<file path="src/rtl/mac_result_collector.sv">
`default_nettype none
// ============================================================================
// Module      : mac_result_collector
// Description : Captures mac results LATENCY cycles after issue, rounds,
//               shifts and saturates them, then buffers them in a credit-
//               protected FIFO drained through a valid/ready interface.
// Revision    : 1.0  initial release
// ============================================================================
module mac_result_collector #(
    parameter int ACC_WIDTH  = 34,
    parameter int OUT_WIDTH  = 16,
    parameter int SHIFT      = 4,
    parameter int LATENCY    = 3,
    parameter int FIFO_DEPTH = 8
) (
    input  logic                 clk,
    input  logic                 arst_in,
    input  logic                 issue_valid,
    output logic                 issue_ready,
    input  logic [ACC_WIDTH-1:0] mac_out,
    output logic                 res_valid,
    input  logic                 res_ready,
    output logic [OUT_WIDTH-1:0] res_data,
    output logic                 res_sat,
    output logic [15:0]          sat_count
);

    generate
        if (LATENCY < 1) begin : g_chk_latency
            $error("mac_result_collector: LATENCY must be >= 1");
        end
        if (FIFO_DEPTH < 2) begin : g_chk_depth
            $error("mac_result_collector: FIFO_DEPTH must be >= 2");
        end
        if (OUT_WIDTH > ACC_WIDTH) begin : g_chk_width
            $error("mac_result_collector: OUT_WIDTH must not exceed ACC_WIDTH");
        end
    endgenerate

    localparam int c_pw = $clog2(FIFO_DEPTH);
    localparam int c_cw = $clog2(FIFO_DEPTH + 1);
    localparam int c_tw = $clog2(FIFO_DEPTH + LATENCY + 1);

    localparam logic signed [ACC_WIDTH:0] c_rnd = ((ACC_WIDTH+1)'(1) << SHIFT) >> 1;
    localparam logic signed [ACC_WIDTH:0] c_max = ((ACC_WIDTH+1)'(1) << (OUT_WIDTH-1)) - (ACC_WIDTH+1)'(1);
    localparam logic signed [ACC_WIDTH:0] c_min = ~c_max;

    logic [LATENCY-1:0]     r_delay;
    logic [c_pw-1:0]        r_wr;
    logic [c_pw-1:0]        r_rd;
    logic [c_cw-1:0]        r_count;
    logic [15:0]            r_sat_count;
    logic [OUT_WIDTH:0]     r_mem [FIFO_DEPTH];

    logic                   w_fire;
    logic                   w_push;
    logic                   w_pop;
    logic [c_tw-1:0]        w_inflight;
    logic [c_tw-1:0]        w_total;
    logic signed [ACC_WIDTH:0] w_ext;
    logic signed [ACC_WIDTH:0] w_shr;
    logic [OUT_WIDTH-1:0]   w_narrow;
    logic                   w_sat;

    // Credit covers both buffered and in-flight results, so a push can never
    // find the FIFO full even though mac cannot be stalled.
    always_comb begin
        w_inflight = '0;
        for (int i = 0; i < LATENCY; i++) begin
            w_inflight = w_inflight + c_tw'(r_delay[i]);
        end
    end

    assign w_total     = c_tw'(r_count) + w_inflight;
    assign issue_ready = !arst_in && (w_total < c_tw'(FIFO_DEPTH));
    assign w_fire      = issue_valid & issue_ready;
    assign w_push      = r_delay[LATENCY-1];
    assign w_pop       = res_valid & res_ready;

    assign w_ext = $signed({mac_out[ACC_WIDTH-1], mac_out}) + c_rnd;
    assign w_shr = w_ext >>> SHIFT;

    always_comb begin
        w_sat    = 1'b0;
        w_narrow = w_shr[OUT_WIDTH-1:0];
        if (w_shr > c_max) begin
            w_sat    = 1'b1;
            w_narrow = c_max[OUT_WIDTH-1:0];
        end else if (w_shr < c_min) begin
            w_sat    = 1'b1;
            w_narrow = c_min[OUT_WIDTH-1:0];
        end
    end

    always_ff @(posedge clk or posedge arst_in) begin
        if (arst_in) begin
            r_delay     <= '0;
            r_wr        <= '0;
            r_rd        <= '0;
            r_count     <= '0;
            r_sat_count <= '0;
        end else begin
            r_delay <= (r_delay << 1) | LATENCY'(w_fire);
            if (w_push) begin
                r_wr <= (r_wr == c_pw'(FIFO_DEPTH-1)) ? '0 : r_wr + 1'b1;
            end
            if (w_pop) begin
                r_rd <= (r_rd == c_pw'(FIFO_DEPTH-1)) ? '0 : r_rd + 1'b1;
            end
            case ({w_push, w_pop})
                2'b10:   r_count <= r_count + 1'b1;
                2'b01:   r_count <= r_count - 1'b1;
                default: r_count <= r_count;
            endcase
            if (w_push && w_sat && (r_sat_count != 16'hFFFF)) begin
                r_sat_count <= r_sat_count + 1'b1;
            end
        end
    end

    // Storage needs no reset: entries are only visible while counted.
    always_ff @(posedge clk) begin
        if (w_push) begin
            r_mem[r_wr] <= {w_sat, w_narrow};
        end
    end

    assign res_valid            = (r_count != '0);
    assign {res_sat, res_data}  = res_valid ? r_mem[r_rd] : '0;
    assign sat_count            = r_sat_count;

endmodule
`default_nettype wire

</file>
<file path="config.mk">
export PLATFORM = sky130hd
export DESIGN_NAME = mac_result_collector
export DESIGN_NICKNAME = d
export VERILOG_FILES = /design/src/rtl/mac_result_collector.sv
export SDC_FILE = /design/constraint.sdc
export NUM_CORES = 1
export LEC_CHECK = 0
export CAP_MARGIN = 30
export CORE_ASPECT_RATIO = 0.8
export CORE_MARGIN = 4
export CORE_UTILIZATION = 40
export DETAILED_ROUTE_END_ITERATION = 7
export PLACE_DENSITY = 0.69
export SETUP_SLACK_MARGIN = 0.4
export SLEW_MARGIN = 5
export SYNTH_ARGS = -nofsm -noshare
export SYNTH_HDL_FRONTEND = slang
export SYNTH_SLANG_ARGS = --single-unit
</file>
<file path="constraint.sdc">
create_clock -name clk -period 2.6 [get_ports clk]
set_input_delay 0.39 -clock clk [delete_from_list [all_inputs] [get_ports clk]]
set_output_delay 0.39 -clock clk [all_outputs]
set_load 0.005 [all_outputs]
</file>
Word level (Yosys, flattened, before mapping)
Memories as Yosys holds them, arrays and structs flattened.
Cells that the tools add are included.
Operators by class
  $add $sub $neg: 9
  order comparisons: 3
  eq/ne operators: 5
  muxes and demuxes: 10
  bitwise gates (word level): 3
  reductions and logical operators: 6
Operators by type and width (count)
  $add 34x5->35 const B: 1
  $mux 16: 2
  $gt 31x16->1 const B: 1
  $lt 31x16->1 const B: 1
  $mux 17: 1
  $add 16x1->16 const B: 1
  $ne 16x16->1 const B: 1
  $pmux 4 s2: 1
  $add 3x1->3 const B: 2
  $eq 3x3->1 const B: 2
  $mux 3: 2
  $add 4x1->4 const B: 1
  $add 4x3->4: 1
  $lt 4x4->1 const B: 1
  $mux 1: 4
  $reduce_bool 4->1: 1
  $sub 4x1->4 const B: 1
  $add 2x1->3: 1
  $logic_and 1x1->1: 3
  $or 3x1->3: 1
  $add 1x1->2: 1
  $and 1x1->1: 2
  $eq 2x1->1 const B: 1
  $eq 2x2->1 const B: 1
  2 further kinds: 2
Word-level totals
  register bits: 29
  memory bits (writable): 136
  bits of input ports: 38
  output and inout bits: 35
  logic and storage cells: 42
  memories kept: 1
Memory list
  r_mem: words 8, width 17, rd ports 1, clocked after memory_dff 0, write ports 1, RTL line 53  | logic [OUT_WIDTH:0] r_mem [FIFO_DEPTH];

Longest topological paths before layout
Gate-level depths: netlist of the first run.
  word-level depth: 7
  depth in mapped cells: 11

Worst setup path before layout of the first run
OpenSTA, ideal clock, no wires.
  path type: input to register
  start point: input mac_out[3]
  end point: memory r_mem[0][10] (netlist name), data pin
  setup time: 0.298 ns
  data arrival time: 2.880 ns
  slack: -0.577 ns
  stages: 9
  path buffers: 1
  path through: nand4_1 > or4_4 > or2_4 > a2111oi_2 > nand4_1 > nor4_4 > or2_2 > buf_4 > o21ai_1
Between the ends
  word-level cells in the longest chain between the ends: 4
  elaborated cells on any way between the ends: 5
  classes of those cells: add/sub (1); order compare (2); mux (2)
Ends and longest elaborated chain
  start, declared: RTL line 20  | input logic [ACC_WIDTH-1:0] mac_out,
  $add 34x5->35 (*): RTL line 80  | assign w_ext = $signed({mac_out[ACC_WIDTH-1], mac_out}) + c_rnd;
  $lt 31x16->1: RTL line 89  | end else if (w_shr < c_min) begin
  $mux 16: RTL line 89
  $mux 16 (*): RTL line 86  | if (w_shr > c_max) begin
  named net w_narrow[10]: RTL line 62  | logic [OUT_WIDTH-1:0] w_narrow;
  end, declared: RTL line 53
The timed path passes the listed nets; every way through them passes the cells marked *.

Worst setup path after layout of the first run
  start point: input mac_out[4]
  end point: memory r_mem[5][7] (netlist name), data pin
Same word-level chain as after synthesis.

==> results.md, run 1 <==
* Status: finished, final reports clean
* Clk buf depth at 2
* Worst-path clk slew at 0.07 ns
* Pleak at 4.04 nW
* Clock Latency Late Sink at 0.42 ns
* Die width at 162 µm
* Final critical-path share of the clock period at 98.8%
* Place WS at -0.936 ns
* Sequential share of power at 36.9%
* Syn nets at 552
* DRT antenna net count at 0
* Setup Skew at 0.00767 ns
* Number of global-route vias before repair at 5288
* Async SR Flop Fraction at 17.6%
* Core region area at 18400 µm²
* Gr ovfl total at 0
* Comb pwr share at 37.5%
* Worst slew pin tran at 0.654 ns
* Worst setup SP type: input pin
* Full die area at 21400 µm²
* Sequential area share after synthesis at 63.0%
* Cell variety after synth at 57
* Count of final hold-check violations at 0
* CTS root buf: clkbuf_16
* Maximum vdd ir drop at 508 µV
* Cells after DPL at 899
* Worst Hold Class: input pin to asynchronous set/reset pin
* Residual DRC at 0
* Top-level I/O count at 73
* Commonest non-fill, non-tap cells in the layout: edfxtp_1 (136), buf_4 (98), buf_6 (37)
* Power consumption at 9.43 mW
* Clock share of power at 25.6%
* Register area at 4810 µm²
* Row Count at 44
* CTS Buf Count at 17
* Top-area cell type share of the netlist area at 53.5%
* Synthesized cell area at 7640 µm²
* Crit Path Max Fanout at 8
* Post-synth EDFFs at 136
* Initial Util at 41.4%
* Final worst slack at 0.0316 ns
* Yosys warns at 0
* Top area cells in the synthesized netlist: edfxtp_1 (53%), mux4_2 (10%), dfrtp_1 (9.5%), xor2_1 (3.2%), mux2i_1 (2.6%)
* Nature of the critical path endpoint: flip-flop
* Main synth FF type: edfxtp_1
* Multi-input logic area at 3280 µm²
* Dpl hpwl at 11800 µm
* H-tree levels at 4
* Sw Share at 30.5%
* Drt first pass iters at 5
* Number of clock sinks at 165
* CP Data Required Time at 2.84 ns
* Reg2Reg Depth at 7
* Power Density at 855 nW/µm²
* CP arrival at 2.81 ns
* CTS tree: yes
* Pin count of the biggest net entering global routing at 37
* FILL cells at 1317
* Tot GR Track Use at 17.6%
* Hold buffers post-CTS at 0
* Maxcap violations at 0
* Drt wl/cell at 19.7 µm
* Slew headroom at 55.9%
* Vias at 5322
* RSZ-0062 raised after global routing: true
* Psw at 2.88 mW
* Iter 0 DRT Violations at 317
* Nets at 765
* Initial antenna violation count at 0
* Non-filler cells, final at 981
* Cell taking the most area after synthesis: edfxtp_1
* Die Ht at 132 µm
* WL final at 19300 µm
* Area growth, synth to finish at 44.5%
* Antenna cells at 0
* Synth Instances at 502
* #FFs+latches synth at 165
* Internal power at 6.55 mW
* Max frequency at 0.389 GHz
* Mapped Avg Cell Area at 15.2 µm²
* Layout cell share with drive strength beyond 1 at 45.2%
* Crit path kind: input pin to flip-flop
* First-pass GRT wire length at 29400 µm
* GPL Wtd Cong at 0.854
* I/O Buffers at 69
* Pins over their slew limit at 0
* # setup viols final at 0
* Vias/cell at 5.43
* Tmin final at 2.57 ns
* Most common cell after layout, fill and taps aside: edfxtp_1
-- power groups by stage --
stage               Clock, mW  Sequential, mW  Combinational (mW)
global route             2.57            3.51                3.82
floorplan                   0            3.44                1.72
global placement            0            3.52                2.96
CTS                      2.45            3.46                3.40
finish                   2.41            3.48                3.53
detailed placement          0            3.54                3.03
-- sequential cells by signal, summed over array words and instances, names as in the netlist --
register and flops:
r_mem 136, sat_count 16, r_count 4, r_delay 3, r_rd 3, r_wr 3
-- timing repair --
item | CTS | global route
pin swaps | 45 | 30
gates resized for setup | 226 | 68
cloned | 4 | 0
setup endpoints to repair | 163 | 164
buffers inserted | 33 | 13
-- metal layers --
metal | part of all wire (%) | GRT usage, % | vias to the layer above
met2 | 49 | 27.9 | 206
li1 | - | - | 2407
met4 | 1.7 | 4.84 | 0
met3 | 6.1 | 3.91 | 32
met5 | 0 | 0 | -
met1 | 43 | 24.9 | 2677
-- cell usage after synthesis, types with 5 or more instances --
cell type and number:
edfxtp_1 136, xor2_1 28, nand4_1 21, dfrtp_1 29, nor2_1 35, mux4_2 34, mux2i_1 20, ha_1 10
and3_1 5, clkbuf_1 10, buf_1 5, o21ai_1 10, nor4_1 7, nand2b_1 7, a21oi_1 5, nand2_1 16
and4_1 5, o21ai_0 11, xnor2_1 13, nor3_1 15, inv_1 12, and2_1 5, nand3_1 15
-- worst max-delay path, stage by stage --
cell and delay (ns):
buf_4 0.10, ha_1 0.19, nand3_2 0.16, nor4_2 0.25, buf_4 0.17, nand4_1 0.13, xor2_2 0.22, buf_4 0.14
a21o_1 0.18, o31a_1 0.41, clkbuf_16 0.22, o21ai_4 0.24
-- final cells by class --
type	instances	area share [%]
Inverter	12	0.431
Clock buffer	18	3.89
Clock inverter	14	1.32
Sequential cell	165	43.6
Timing Repair Buffer	212	18.2
Multi-Input combinational cell	307	29.7
Tap cell	253	2.87
-- per-stage QoR --
| step | area (µm²) | TNS [ns] | utilization, % | hold WS [ns] |
|---|---|---|---|---|
| 2_1_floorplan | 7760 | -42.99 | - | 0.386 |
| 3_3_place_gp | 9470 | -118.67 | 51.3 | 0.398 |
| 3_5_place_dp | 9470 | -128.36 | 51.3 | 0.400 |
| 4_1_cts | 10700 | 0 | 57.9 | 0.235 |
| 5_1_grt | 11000 | -6.35 | 59.8 | 0.246 |
| 6_report | 11000 | 0 | 59.8 | 0.231 |
-- cell families after synthesis --
group	count (synthesis)	synth area share [%]
compound gates	45	3.85
flops	165	63.0
fa+ha+maj	12	2.16
buf+inv	30	1.64
simple gates	150	11.3
mux	59	13.4
xor+xnor	41	4.70
-- final timing paths --
kind,to,slack (ns),from
setup / recovery,r_mem[5][7],0.03,mac_out[4]
hold / removal,r_count[3],0.23,arst_in
setup reg to reg,sat_count[1],0.14,sat_count[8]
hold reg to reg,r_delay[2],0.42,r_delay[1]
max in group asynchronous,r_delay[2],1.76,arst_in
min in group clk,r_delay[2],0.42,r_delay[1]
No activity file was read; power rests on OpenSTA's default activity.
==> inputs of run 2 (changes only) <==
--- a/config.mk
+++ b/config.mk
@@ -10,6 +10,8 @@
 export CORE_MARGIN = 4
 export CORE_UTILIZATION = 40
 export DETAILED_ROUTE_END_ITERATION = 7
+export GPL_ROUTABILITY_DRIVEN = 1
+export GPL_TIMING_DRIVEN = 0
 export PLACE_DENSITY = 0.69
 export SETUP_SLACK_MARGIN = 0.4
 export SLEW_MARGIN = 5
==> results.md, run 2 (synthesized netlist as in run 1, its figures left out) <==
* Status: finished, violations left
* Failing checks: setup timing
* Full die area at 21400 µm² (unchanged)
* Maxcap violations at 0 (unchanged)
* Layout cell share with drive strength beyond 1 at 44.5% (-0.70 points)
* Non-filler cells, final at 952 (-3.0%)
* Tot GR Track Use at 18.8% (+1.2 points)
* Worst setup SP type: input pin
* Biggest register: r_mem
* Most common cell after layout, fill and taps aside: edfxtp_1
* Power Density at 883 nW/µm² (+3.4%)
* Pin count of the biggest net entering global routing at 23 (-38%)
* Placement-stage cell area at 8940 µm² (-5.6%)
* WL final at 20300 µm (+5.1%)
* Reg2Reg Depth at 8 (+1)
* CTS root buf: clkbuf_16
* H-tree levels at 4 (unchanged)
* Max reg flops at 136 (unchanged)
* Vias at 5329 (+0.13%)
* Reg-to-reg startpoint: sat_count[7]
* Maximum vdd ir drop at 542 µV (+6.6%)
* RSZ-0062 raised after global routing: true
* Top-level I/O count at 73 (unchanged)
* Grt met3 use at 4.13% (+0.22 points)
* Area growth, synth to finish at 45.3%
* Dpl hpwl at 11800 µm (-0.30%)
* Place WS at -1.78 ns (-0.839 ns)
* GPL Wtd Cong at 0.832 (-2.6%)
* Hold buffers post-CTS at 0 (unchanged)
* Nets at 736 (-3.8%)
* Drt wl/cell at 21.3 µm (+8.3%)
* Drt first pass iters at 5 (unchanged)
* DRT antenna net count at 0 (unchanged)
* Power consumption at 9.80 mW (+4.0%)
* M2 GR Usage at 31.5% (+3.6 points)
* Number of global-route vias before repair at 5505 (+4.1%)
* Residual DRC at 0 (unchanged)
* Iter 0 DRT Violations at 381 (+20%)
* Pins over their slew limit at 0 (unchanged)
* Count of final hold-check violations at 0 (unchanged)
* # setup viols final at 60 (+60)
* CP arrival at 2.82 ns (about the same)
* Hold slack at 0.270 ns (+0.0392 ns)
* Fin util at 60.2% (+0.37 points)
* Die Ht at 132 µm (unchanged)
* Worst-path clk slew at 0.07 ns (about the same)
* Core region area at 18400 µm² (unchanged)
* Crit path kind: input pin to flip-flop
* Slew headroom at 57.4% (+1.5 points)
* Commonest non-fill, non-tap cells in the layout: edfxtp_1 (136), buf_4 (49), buf_6 (36)
* Worst Hold Class: input pin to asynchronous set/reset pin
* Crit Path Max Fanout at 8 (unchanged)
* Cells after DPL at 832 (-7.5%)
* Setup Skew at 0.00822 ns (+0.000557 ns)
* Final Cell Area at 11100 µm² (+0.61%)
* First-pass GRT wire length at 30800 µm (+4.8%)
* I/O Buffers at 68 (-1.4%)
* Antenna cells at 0 (unchanged)
* Initial Util at 41.4% (unchanged)
* Final critical-path share of the clock period at 102% (+3.3 points)
* CTS Buf Count at 17 (unchanged)
* Tmin final at 2.65 ns (+0.0855 ns)
* CTS tree: yes
* Worst slew pin tran at 0.638 ns (-0.0162 ns)
* Max frequency at 0.377 GHz (-3.2%)
* Reg-to-reg endpoint: sat_count[15]
* Nature of the critical path endpoint: flip-flop
* Pleak at 4.06 nW (+0.56%)
* Clock Latency Late Sink at 0.43 ns (about the same)
* Final worst slack at -0.0539 ns (-0.0855 ns)
* Reg2Reg Setup Slack at 0.18 ns (+0.04 ns)
* Row Count at 44 (unchanged)
* Vias/cell at 5.60 (+3.2%)
* Die width at 162 µm (unchanged)
* Met1 Use GR at 24.6% (-0.27 points)
* TNS Setup at -2.34 ns (-2.34 ns)
* Clk buf depth at 2 (unchanged)
* Gr ovfl total at 0 (unchanged)
* Initial antenna violation count at 0 (unchanged)
* CP Data Required Time at 2.77 ns (-0.07 ns)
* Number of clock sinks at 165 (unchanged)
* Gr busiest metal: met2
==> run 2: cell types whose count changed in the layout (fill, tap and decap cells not counted), moves of 4 or more <==
cell and change:
nor3_1 +5, nor3_4 -4, clkbuf_8 +4, buf_8 +18, nor2_1 -6, clkdlybuf4s50_1 -5
buf_4 -49, nor2_2 +6
==> run 2: final cells by class <==
cell class                      count  area (µm²)
Buffer                             18         249
Inverter                           12        50.0
Clock buffer                       17         425
Multi-Input combinational cell    307        3320
Timing Repair Buffer              165        1740
Tap cell                          253         317
Sequential cell                   165        4810
Clock inverter                     15         191
Fill cell                        1315        7340
==> run 2: timing repair <==
action / 4_1_cts / 5_1_grt
cloned: 5 / 1
setup endpoints to repair: 174 / 166
resized for setup: 299 / 96
pin swaps: 46 / 37
buffers inserted: 57 / 25
==> run 2: worst max-delay path by stage <==
stage,startpoint,endpoint,slack [ns],depth (start not counted)
after CTS,mac_out[3],r_mem[4][9],-0.09,11
final,mac_out[20],r_mem[3][9],-0.05,12
after detailed placement,mac_out[16],r_mem[7][1],-1.78,9
after global placement,mac_out[16],r_mem[0][3],-1.63,9
after global routing,mac_out[20],r_mem[0][6],-0.12,12
after floorplan,mac_out[3],r_mem[0][10],-0.33,10
==> run 2: critical path: stages <==
cell and delay [ns]:
clkdlybuf4s15_2 0.24, and3_4 0.22, nand4_1 0.17, buf_4 0.20, o31a_1 0.32, a2111oi_4 0.27, nand4_1 0.17, nor4_4 0.22
or2_4 0.25, buf_12 0.12, buf_12 0.12, o21ai_4 0.10
==> run 2: where the power goes <==
part           internal, mW  switching, mW  total (mW)  leakage, nW
Clock                  1.54           1.08        2.62        0.304
Combinational          2.11           1.63        3.73         2.21
Sequential             3.18          0.275        3.45         1.55
==> run 2: per-layer routing <==
metal | vias up | share of wire (%)
li1 | 2342 | -
met1 | 2683 | 40
met2 | 248 | 51
met3 | 56 | 6.3
met4 | 0 | 2.5
met5 | - | 0
